`config.mk`:
```
export PLATFORM = sky130hd
export DESIGN_NAME = cam_capture_ctrl
export DESIGN_NICKNAME = d
export VERILOG_FILES = /design/src/rtl/cam_pkg.sv /design/src/rtl/cam_edge_det.sv /design/src/rtl/cam_capture_ctrl.sv
export SDC_FILE = /design/constraint.sdc
export NUM_CORES = 1
export LEC_CHECK = 0
export BUFFER_PORTS_ARGS = -buffer_cell sky130_fd_sc_hd__buf_2
export CELL_PAD_IN_SITES_DETAIL_PLACEMENT = 0
export CELL_PAD_IN_SITES_GLOBAL_PLACEMENT = 1
export CORE_MARGIN = 5
export CORE_UTILIZATION = 39
export DETAILED_ROUTE_END_ITERATION = 16
export PLACE_DENSITY = 0.75
export SYNTH_ARGS = -nofsm -noshare
export SYNTH_HDL_FRONTEND = slang
export SYNTH_SLANG_ARGS = --single-unit
```
`constraint.sdc`:
```
create_clock -name i_pclk -period 2.4 [get_ports i_pclk]
set_clock_uncertainty 0.1 [all_clocks]
set_input_delay 0.36 -clock i_pclk [delete_from_list [all_inputs] [get_ports i_pclk]]
set_output_delay 0.36 -clock i_pclk [all_outputs]
set_load 0.03 [all_outputs]
```
`src/rtl/cam_pkg.sv`:
```
// +--------------------------------------------------------------------+
// | cam_pkg : shared state encoding and default geometry for capture    |
// | Rev 1.0 : initial release                                          |
// +--------------------------------------------------------------------+
`default_nettype none

package cam_pkg;

    typedef enum logic [2:0] {
        IDLE    = 3'd0,
        ARM     = 3'd1,
        SYNC    = 3'd2,
        CAPTURE = 3'd3,
        DONE    = 3'd4
    } cam_state_t;

    localparam int c_H_PIXELS_DEF   = 160;
    localparam int c_V_LINES_DEF    = 120;
    localparam int c_FRAME_PIXELS   = c_H_PIXELS_DEF * c_V_LINES_DEF;

endpackage

`default_nettype wire

```
`src/rtl/cam_edge_det.sv`:
```
// +--------------------------------------------------------------------+
// | cam_edge_det : one-cycle delay register with rise/fall decode       |
// | Rev 1.0 : initial release                                          |
// +--------------------------------------------------------------------+
`default_nettype none

module cam_edge_det (
    input  logic i_clk,
    input  logic i_rst,
    input  logic i_sig,
    output logic o_rise,
    output logic o_fall
);

    logic r_dly;

    always_ff @(posedge i_clk or posedge i_rst) begin
        if (i_rst) begin
            r_dly <= 1'b0;
        end else begin
            r_dly <= i_sig;
        end
    end

    assign o_rise = i_sig & ~r_dly;
    assign o_fall = ~i_sig & r_dly;

endmodule

`default_nettype wire

```
`src/rtl/cam_capture_ctrl.sv`:
```
// +--------------------------------------------------------------------+
// | cam_capture_ctrl : Vsync-aligned OV7670 frame-capture sequencer     |
// | Optional: LINE_CHECK_EN adds per-line pixel check and o_line_err    |
// | Rev 1.0 : initial release                                          |
// +--------------------------------------------------------------------+
`default_nettype none

module cam_capture_ctrl
    import cam_pkg::*;
#(
    parameter int H_PIXELS = c_H_PIXELS_DEF,
    parameter int V_LINES  = c_V_LINES_DEF,
    parameter int ADDR_W   = $clog2(c_FRAME_PIXELS)
) (
    input  logic              i_pclk,
    input  logic              i_rst,
    input  logic              i_start,
    input  logic              i_continuous,
    input  logic              i_abort,
    input  logic              i_vsync,
    input  logic              i_href,
    output logic              o_wr_en,
    output logic              o_byte_phase,
    output logic [ADDR_W-1:0] o_wr_addr,
    output logic              o_busy,
    output logic              o_frame_done,
    output logic              o_ovf,
    output logic [7:0]        o_line_cnt,
    output logic [7:0]        o_frame_cnt
`ifdef LINE_CHECK_EN
    ,
    output logic              o_line_err
`endif
);

    localparam logic [ADDR_W:0] c_FRM_CNT = (ADDR_W + 1)'(H_PIXELS * V_LINES);

    cam_state_t        r_state;
    cam_state_t        w_next;
    logic              w_vs_rise;
    logic              w_vs_fall;
    logic              w_hr_rise;
    logic              w_hr_fall;
    logic              w_full;
    logic              r_wr_en;
    logic              r_byte_phase;
    logic [ADDR_W-1:0] r_wr_addr;
    logic [ADDR_W:0]   r_pix_cnt;
    logic              r_ovf;
    logic [7:0]        r_line_cnt;
    logic [7:0]        r_frame_cnt;
    logic              r_cont;

    cam_edge_det u_vs_edge (
        .i_clk  (i_pclk),
        .i_rst  (i_rst),
        .i_sig  (i_vsync),
        .o_rise (w_vs_rise),
        .o_fall (w_vs_fall)
    );

    cam_edge_det u_hr_edge (
        .i_clk  (i_pclk),
        .i_rst  (i_rst),
        .i_sig  (i_href),
        .o_rise (w_hr_rise),
        .o_fall (w_hr_fall)
    );

    assign w_full = (r_pix_cnt == c_FRM_CNT);

    always_ff @(posedge i_pclk or posedge i_rst) begin
        if (i_rst) begin
            r_state <= IDLE;
        end else begin
            r_state <= w_next;
        end
    end

    always_comb begin
        w_next = r_state;
        if (i_abort) begin
            w_next = IDLE;
        end else begin
            case (r_state)
                IDLE:    if (i_start)   w_next = ARM;
                ARM:     if (i_vsync)   w_next = SYNC;
                SYNC:    if (w_vs_fall) w_next = CAPTURE;
                CAPTURE: if (w_vs_rise) w_next = DONE;
                DONE:    w_next = r_cont ? SYNC : IDLE;
                default: w_next = IDLE;
            endcase
        end
    end

    always_ff @(posedge i_pclk or posedge i_rst) begin
        if (i_rst) begin
            r_wr_en      <= 1'b0;
            r_byte_phase <= 1'b0;
            r_wr_addr    <= '0;
            r_pix_cnt    <= '0;
            r_ovf        <= 1'b0;
            r_line_cnt   <= '0;
            r_frame_cnt  <= '0;
            r_cont       <= 1'b0;
        end else begin
            r_wr_en      <= 1'b0;
            r_byte_phase <= 1'b0;
            // Address trails the strobe by one cycle and parks on the last slot once full
            if (r_wr_en && !w_full) begin
                r_wr_addr <= r_wr_addr + 1'b1;
            end
            if (!i_abort) begin
                case (r_state)
                    IDLE: begin
                        if (i_start) begin
                            r_cont     <= i_continuous;
                            r_ovf      <= 1'b0;
                            r_line_cnt <= '0;
                        end
                    end
                    SYNC: begin
                        if (w_vs_fall) begin
                            r_wr_addr  <= '0;
                            r_pix_cnt  <= '0;
                            r_line_cnt <= '0;
                        end
                    end
                    CAPTURE: begin
                        if (i_href) begin
                            r_byte_phase <= w_hr_rise | ~r_byte_phase;
                            if (r_byte_phase) begin
                                if (!w_full) begin
                                    r_wr_en   <= 1'b1;
                                    r_pix_cnt <= r_pix_cnt + 1'b1;
                                end else begin
                                    r_ovf <= 1'b1;
                                end
                            end
                        end
                        if (w_hr_fall && (r_line_cnt != 8'hFF)) begin
                            r_line_cnt <= r_line_cnt + 1'b1;
                        end
                    end
                    DONE: begin
                        r_frame_cnt <= r_frame_cnt + 1'b1;
                    end
                    default: ;
                endcase
            end
        end
    end

`ifdef LINE_CHECK_EN
    localparam logic [15:0] c_LINE_PIX = 16'(H_PIXELS);

    logic [15:0] r_line_pix;
    logic        r_line_err;

    always_ff @(posedge i_pclk or posedge i_rst) begin
        if (i_rst) begin
            r_line_pix <= '0;
            r_line_err <= 1'b0;
        end else if (!i_abort) begin
            if ((r_state == IDLE) && i_start) begin
                r_line_err <= 1'b0;
            end else if ((r_state == SYNC) && w_vs_fall) begin
                r_line_pix <= '0;
            end else if (r_state == CAPTURE) begin
                if (w_hr_fall) begin
                    r_line_pix <= '0;
                    if (r_line_pix != c_LINE_PIX) begin
                        r_line_err <= 1'b1;
                    end
                end else if (i_href && r_byte_phase && (r_line_pix != 16'hFFFF)) begin
                    r_line_pix <= r_line_pix + 1'b1;
                end
            end
        end
    end

    assign o_line_err = r_line_err;
`endif

    assign o_wr_en      = r_wr_en;
    assign o_byte_phase = r_byte_phase;
    assign o_wr_addr    = r_wr_addr;
    assign o_busy       = (r_state != IDLE);
    assign o_frame_done = (r_state == DONE);
    assign o_ovf        = r_ovf;
    assign o_line_cnt   = r_line_cnt;
    assign o_frame_cnt  = r_frame_cnt;

endmodule

`default_nettype wire

```
Word level (Yosys, flattened, before mapping)
Cells that the tools add are included.
{"block": "op_classes", "n_addsub": 4, "eq_ne": 17, "n_mux": 33, "bitwise_logic": 11, "n_reduce_logical": 14}
{"cell": "2-to-1 mux 16 bit", "count": 4}
{"cell": "2-to-1 mux 15 bit", "count": 4}
{"cell": "one-hot mux 16 bit (2 select lines)", "count": 1}
{"cell": "2-to-1 mux 8 bit", "count": 3}
{"cell": "one-hot mux 8 bit (3 select lines)", "count": 1}
{"cell": "adder 16 x 1 -> 16 bit, second input constant", "count": 1}
{"cell": "adder 8 x 1 -> 8 bit, second input constant", "count": 2}
{"cell": "equality test 16 x 15 -> 1 bit, second input constant", "count": 1}
{"cell": "adder 15 x 1 -> 15 bit, second input constant", "count": 1}
{"cell": "2-to-1 mux 3 bit", "count": 5}
{"cell": "one-hot mux 3 bit (5 select lines)", "count": 1}
{"cell": "2-to-1 mux 1 bit", "count": 12}
{"cell": "!= test 2 bit, second input constant", "count": 6}
{"cell": "AND reduction 6 bit", "count": 2}
{"cell": "!= test 8 bit, second input constant", "count": 1}
{"cell": "equality test 3 x 2 -> 1 bit, second input constant", "count": 2}
{"cell": "!= test 3 x 2 -> 1 bit, second input constant", "count": 2}
{"cell": "!= test 3 bit, second input constant", "count": 2}
{"cell": "NOT 1 bit", "count": 6}
{"cell": "nonzero test 3 bit", "count": 2}
{"cell": "AND reduction 5 bit", "count": 1}
{"cell": "AND 1 bit", "count": 4}
{"cell": "AND reduction 4 bit", "count": 1}
{"cell": "nonzero test 2 bit", "count": 2}
{"cell": "other kinds (11)", "count": 12}
{"block": "totals", "regBits": 56, "in_bits": 7, "output_inout_bits": 36, "wordCells": 90}

Longest topological paths before layout
{"block": "logic_depth", "ltp_word": 7, "depth_mapped": 8}

Hierarchy
Synthesis repeated with hierarchy kept, for this count alone.
{"block": "unflattened", "hier_cells": 304, "area_unflattened_um2": 3079.2}
{"module": "cam_capture_ctrl", "instances": 1, "cells_each": 296, "area_each_um2": 2991.6}
{"module": "cam_edge_det", "instances": 2, "cells_each": 4, "area_each_um2": 43.8}

Worst setup path before layout
No wires, ideal clock.
{"block": "synth_timing", "path_kind": "flip-flop to flip-flop", "from": "register r_state[1]", "to": "register r_frame_cnt[7] (netlist: o_frame_cnt[7])", "t_arrival_ns": 2.318, "setup_slack_ns": -0.098, "path_stages_with_launch": 7, "n_path_buf": 1, "cell_sequence": "dfrtp_1 > clkbuf_1 > nor3b_1 > nor2b_1 > nand4_1 > nor3_1 > xor2_1"}
{"block": "synth_between", "elab_chain_cells": 2}
{"item": "from (decl)", "line": "cam_capture_ctrl.sv:38", "source": "cam_state_t r_state;"}
{"item": "from (signal assigned)", "line": "cam_capture_ctrl.sv:76", "source": "r_state <= w_next;"}
{"item": "equality test 3 bit"}
{"item": "via o_frame_done", "line": "cam_capture_ctrl.sv:26", "source": "output logic o_frame_done,"}
{"item": "AND reduction 2 bit (no line)"}
{"item": "to (signal assigned)", "line": "cam_capture_ctrl.sv:146", "source": "r_frame_cnt <= r_frame_cnt + 1'b1;"}
{"item": "to (decl)", "line": "cam_capture_ctrl.sv:51", "source": "logic [7:0] r_frame_cnt;"}
The timed path passes the listed nets, and every way through them passes these cells.
A chain may end at the register's enable or synchronous reset.

Worst setup path in the final report
{"block": "layout_timing", "from": "register r_pix_cnt[2]", "to": "register r_wr_addr[4] (netlist: o_wr_addr[4])"}
{"block": "layout_between", "elab_chain_cells": 7}
{"item": "from (decl)", "line": "cam_capture_ctrl.sv:48", "source": "logic [ADDR_W:0] r_pix_cnt;"}
{"item": "from (signal assigned)", "line": "cam_capture_ctrl.sv:135", "source": "r_pix_cnt <= r_pix_cnt + 1'b1;"}
{"item": "equality test 16 x 15 -> 1 bit (*)", "line": "cam_capture_ctrl.sv:70", "source": "assign w_full = (r_pix_cnt == c_FRM_CNT);"}
{"item": "logical NOT 1 bit (*)"}
{"item": "logical AND 1 bit (*)", "line": "cam_capture_ctrl.sv:110", "source": "if (r_wr_en && !w_full) begin"}
{"item": "2-to-1 mux 15 bit (*)", "line": "cam_capture_ctrl.sv:110"}
{"item": "2-to-1 mux 15 bit", "line": "cam_capture_ctrl.sv:123", "source": "if (w_vs_fall) begin"}
{"item": "2-to-1 mux 15 bit", "line": "cam_capture_ctrl.sv:114", "source": "case (r_state)"}
{"item": "2-to-1 mux 15 bit (*)", "line": "cam_capture_ctrl.sv:113", "source": "if (!i_abort) begin"}
{"item": "to (signal assigned)", "line": "cam_capture_ctrl.sv:111", "source": "r_wr_addr <= r_wr_addr + 1'b1;"}
{"item": "to (decl)", "line": "cam_capture_ctrl.sv:47", "source": "logic [ADDR_W-1:0] r_wr_addr;"}
Mark *: on every way between the ends. The rest lies on a longest branch, timed or not.

==> results.txt <==
* Required time of the worst setup path: 2.49 ns
- In the final routed layout, each cell accounts on average for 13.7 µm.
- Number of clock buffers inserted by TritonCTS: 5
* Remaining global-route overflow: 0
- On the critical path, the stage with the largest delay is an instance of sky130_fd_sc_hd__o41a_1.
* Min Tclk post-route: 2.25 ns
- First-pass GRT wire length: 10,400 µm
- For this configuration, the core starts out at a cell density of 39.8%.
- The min-delay analysis places its worst path in the category primary input to asynchronous set/reset pin.
* Syn Std Cell Area: 2860 µm²
- Via density per instance: 5.20
- Setup TNS: 0 ns
- STA classifies the critical path startpoint as a flop.
- In this run the critical register-to-register path is launched from r_pix_cnt[2].
- Outcome: complete, but fails checks
- The total area inside the core boundary comes to 7180 µm².
- Filler cell count: 708
- First DRT Iteration DRCs: 97
- Setup violations remaining at the end of the flow were counted as 0.
* Clock tree from TritonCTS: built
* Number of port buffers: 42
- In this run the power density over the cells is 848 nW/µm².
- The floorplan step set the die width to 95.6 µm.
- Number of antenna violations at the first check in global routing: 0
* Critical Path Sink Type: flop
- Area fraction in and, or, nand and nor cells after synthesis: 26.2%
- First-pass iteration count of the detailed router: 4
* DIE AREA: 9140 µm²
* Most frequent standard cell in the layout excluding fill and tap cells: sky130_fd_sc_hd__dfrtp_1
* R2R Setup Slk: 0.15 ns
- In this run, post-CTS hold repair placed 0 buffers.
- Hpwl dp: 4310 µm
- The number of global-route vias before repair is 2,194.
- At the worst endpoint, the arrival time is 2.35 ns.
* Multi-input logic area: 1410 µm²
- Avg Inst Size Synth: 9.59 µm²
* Number of cells produced by synthesis: 298
- The initialized floorplan defines 31 standard-cell rows.
- Count of state elements after synthesis: 56
* Number of buffers and inverters on the critical path: 0
* Diode count: 0
- From synthesis to final layout, the design area changed by 18.4%.
- Global routing consumed, over all layers together, 14.2% of the routing resources.
- In this run the static leakage power is 0.00156 µW.
- Worst-Margin Slew: 0.563 ns
- Entering global routing, the biggest net connects 57 pins.
- Of all flip-flops after synthesis, the portion carrying an async set or reset was 100%.
* Dominant combinational cell family by area after synthesis: simple AND/OR/NAND/NOR gates
- Final Cycle Share: 93.9%
* Violated checks: negative hold slack
- Max Root-Sink Buffers: 2
* Total number of yosys warnings: 0
* Critical Setup Path Class: flop to flop
- Clock sink count: 56
- Clock latency on the worst-skew pair: 0.30 ns
- Setup repair after global routing left no endpoint under its margin.
- Post-route ant nets: 0
- Synthesis produced a netlist with a net count of 310.
- In the synthesized netlist, mux cells make up 1.53% of the area.
- The synthesized netlist devotes 9.06% of its cell area to compound gates.
* Total count of hold-check failures in the final report: 5
- CP top delay family: simple AND/OR/NAND/NOR gates
- The routed layout has 2,335 vias.
* Post-CTS resize count: 0
* Clock-pin slew on the worst setup and hold paths: 0.10 ns
- Timing would allow up to 0.444 GHz.
- Nets: 361
- Number of enable-type register cells in the synthesized netlist: 0
- Sequential cells were found to cover 49.0% of the synthesized design area.
- Routability cong.: 0.776
* Die height: 95.6 µm
* Layout cells sized above 1: 20.9%
* Cell Chain, Critical Path: or4_4, o41a_1, nand4_1, xor2_1, nor2_1
- Min Hold Slack: -0.0183 ns
* Adder and majority gate portion of the synthesized area: 2.19%
- DP Area: 3260 µm²
- IR analysis of the VDD net gives a maximum drop of 0.000376 V.
- Max-cap violations in this run came to 0.
* # DRC: 0
- Tracing the worst setup path back leads to its startpoint at r_pix_cnt[2].
- Io pins: 43
- Headroom to the max-slew limit came out at 62.2%.
* Number of setup buffers added after CTS: 0
* Crit path largest cell delay: 0.61 ns
- Clock tree root driver cell: sky130_fd_sc_hd__clkbuf_8
* RR Endpoint: o_wr_addr[4]
* Count of unique library cells instantiated by Yosys: 44
* Final Max Tran Viols: 0
* Final non-filler cell area: 3380 µm²
* Commonest cells after routing, fill and taps aside: sky130_fd_sc_hd__dfrtp_1 (56), sky130_fd_sc_hd__buf_2 (42), sky130_fd_sc_hd__nor2_1 (41), sky130_fd_sc_hd__xor2_1 (25), sky130_fd_sc_hd__nand2_1 (24)
* Total wire length after detailed routing: 6140 µm
- Most used flip-flop cell after synthesis: sky130_fd_sc_hd__dfrtp_1
- The H-tree was split into 2 levels.
- Along the worst path, the maximum fanout reaches 11.
* Xor and xnor fraction of the mapped netlist area: 9.81%
- Area taken by flip-flops and latches: 1400 µm²
- Measured in cells, the most critical reg-to-reg path has a length of 5.
-- metal layers --
layer  track usage (%)  routed length [µm]  up-vias
met5                 0                   0        -
met1              19.9                3010     1125
met2              22.4                2880       44
met4              3.67                  71        0
met3              2.92                 186       10
li1                  -                   -     1156
-- metrics by stage --
step	total power, µW	std cells	util (%)	setup WS, ns
final	2870	449	47.1	0.148
after global routing	3050	449	47.1	0.0206
after global placement	2230	441	45.5	0.185
after detailed placement	2240	441	45.5	0.151
after CTS	2910	449	47.1	0.129
after floorplan	1950	298	-	0.219
-- worst max-delay path by stage --
stage | end | slack, ns | depth (start not counted)
floorplan | r_pix_cnt[0] | 0.22 | 4
global placement | r_pix_cnt[0] | 0.19 | 4
detailed placement | o_wr_addr[4] | 0.15 | 5
CTS | o_wr_addr[4] | 0.13 | 5
global route | o_wr_addr[4] | 0.02 | 5
finish | o_wr_addr[4] | 0.15 | 5
-- worst register-to-register path: cells and delay by family (launching register included) --
kind / cells / cell delay [ns]
flip-flops: 1 / 0.45
AND/OR/NAND/NOR: 3 / 0.81
XOR/XNOR: 1 / 0.17
AO/OA/AOI/OAI: 1 / 0.61
-- Yosys cell counts (4+ instances only) --
cell type	number	area share, %
sky130_fd_sc_hd__dfrtp_1	56	49
sky130_fd_sc_hd__inv_1	7	0.92
sky130_fd_sc_hd__o21ai_0	14	2.5
sky130_fd_sc_hd__ha_1	5	2.2
sky130_fd_sc_hd__a21oi_1	12	2.1
sky130_fd_sc_hd__or3_1	6	1.3
sky130_fd_sc_hd__xor2_1	25	7.7
sky130_fd_sc_hd__nor2_1	41	5.4
sky130_fd_sc_hd__nor3_1	7	1.2
sky130_fd_sc_hd__nor2b_1	4	0.88
sky130_fd_sc_hd__nand2_1	24	3.2
sky130_fd_sc_hd__nand4_1	21	4.6
sky130_fd_sc_hd__and2_1	6	1.3
sky130_fd_sc_hd__xnor2_1	7	2.1
sky130_fd_sc_hd__clkbuf_1	7	0.92
sky130_fd_sc_hd__and3_1	7	1.5
sky130_fd_sc_hd__nand3_1	13	2.3
-- power by group --
group	total [µW]	leakage, µW	switching [µW]	internal, µW
Combinational	916	0.000770	600	316
Sequential	1300	0.000725	196	1100
Clock	656	0.0000614	315	342
Total	2870	0.00156	1110	1760
-- layout make-up --
class | count | area share (%)
clock inverter | 2 | 1.15
multi-input combinational | 226 | 41.5
sequential | 56 | 41.4
clock buffer | 6 | 2.44
inverter | 7 | 0.777
timing repair buffer | 53 | 9.02
tap | 99 | 3.66
-- flip-flops by register name, summed over array words and instances (netlist names) --
name             cells
u_vs_edge.r_dly      1
o_frame_cnt          8
r_pix_cnt           16
o_wr_addr           15
u_hr_edge.r_dly      1
o_line_cnt           8
o_byte_phase         1
r_state              3
r_cont               1
o_wr_en              1
o_ovf                1
-- logic make-up after synthesis --
logic type,count (synthesis)
simple gates,145
flops,56
compound gates,40
xor+xnor,32
buf+inv,16
fa+ha+maj,5
mux,4
Note: power is estimated with default switching activity, not from simulation.
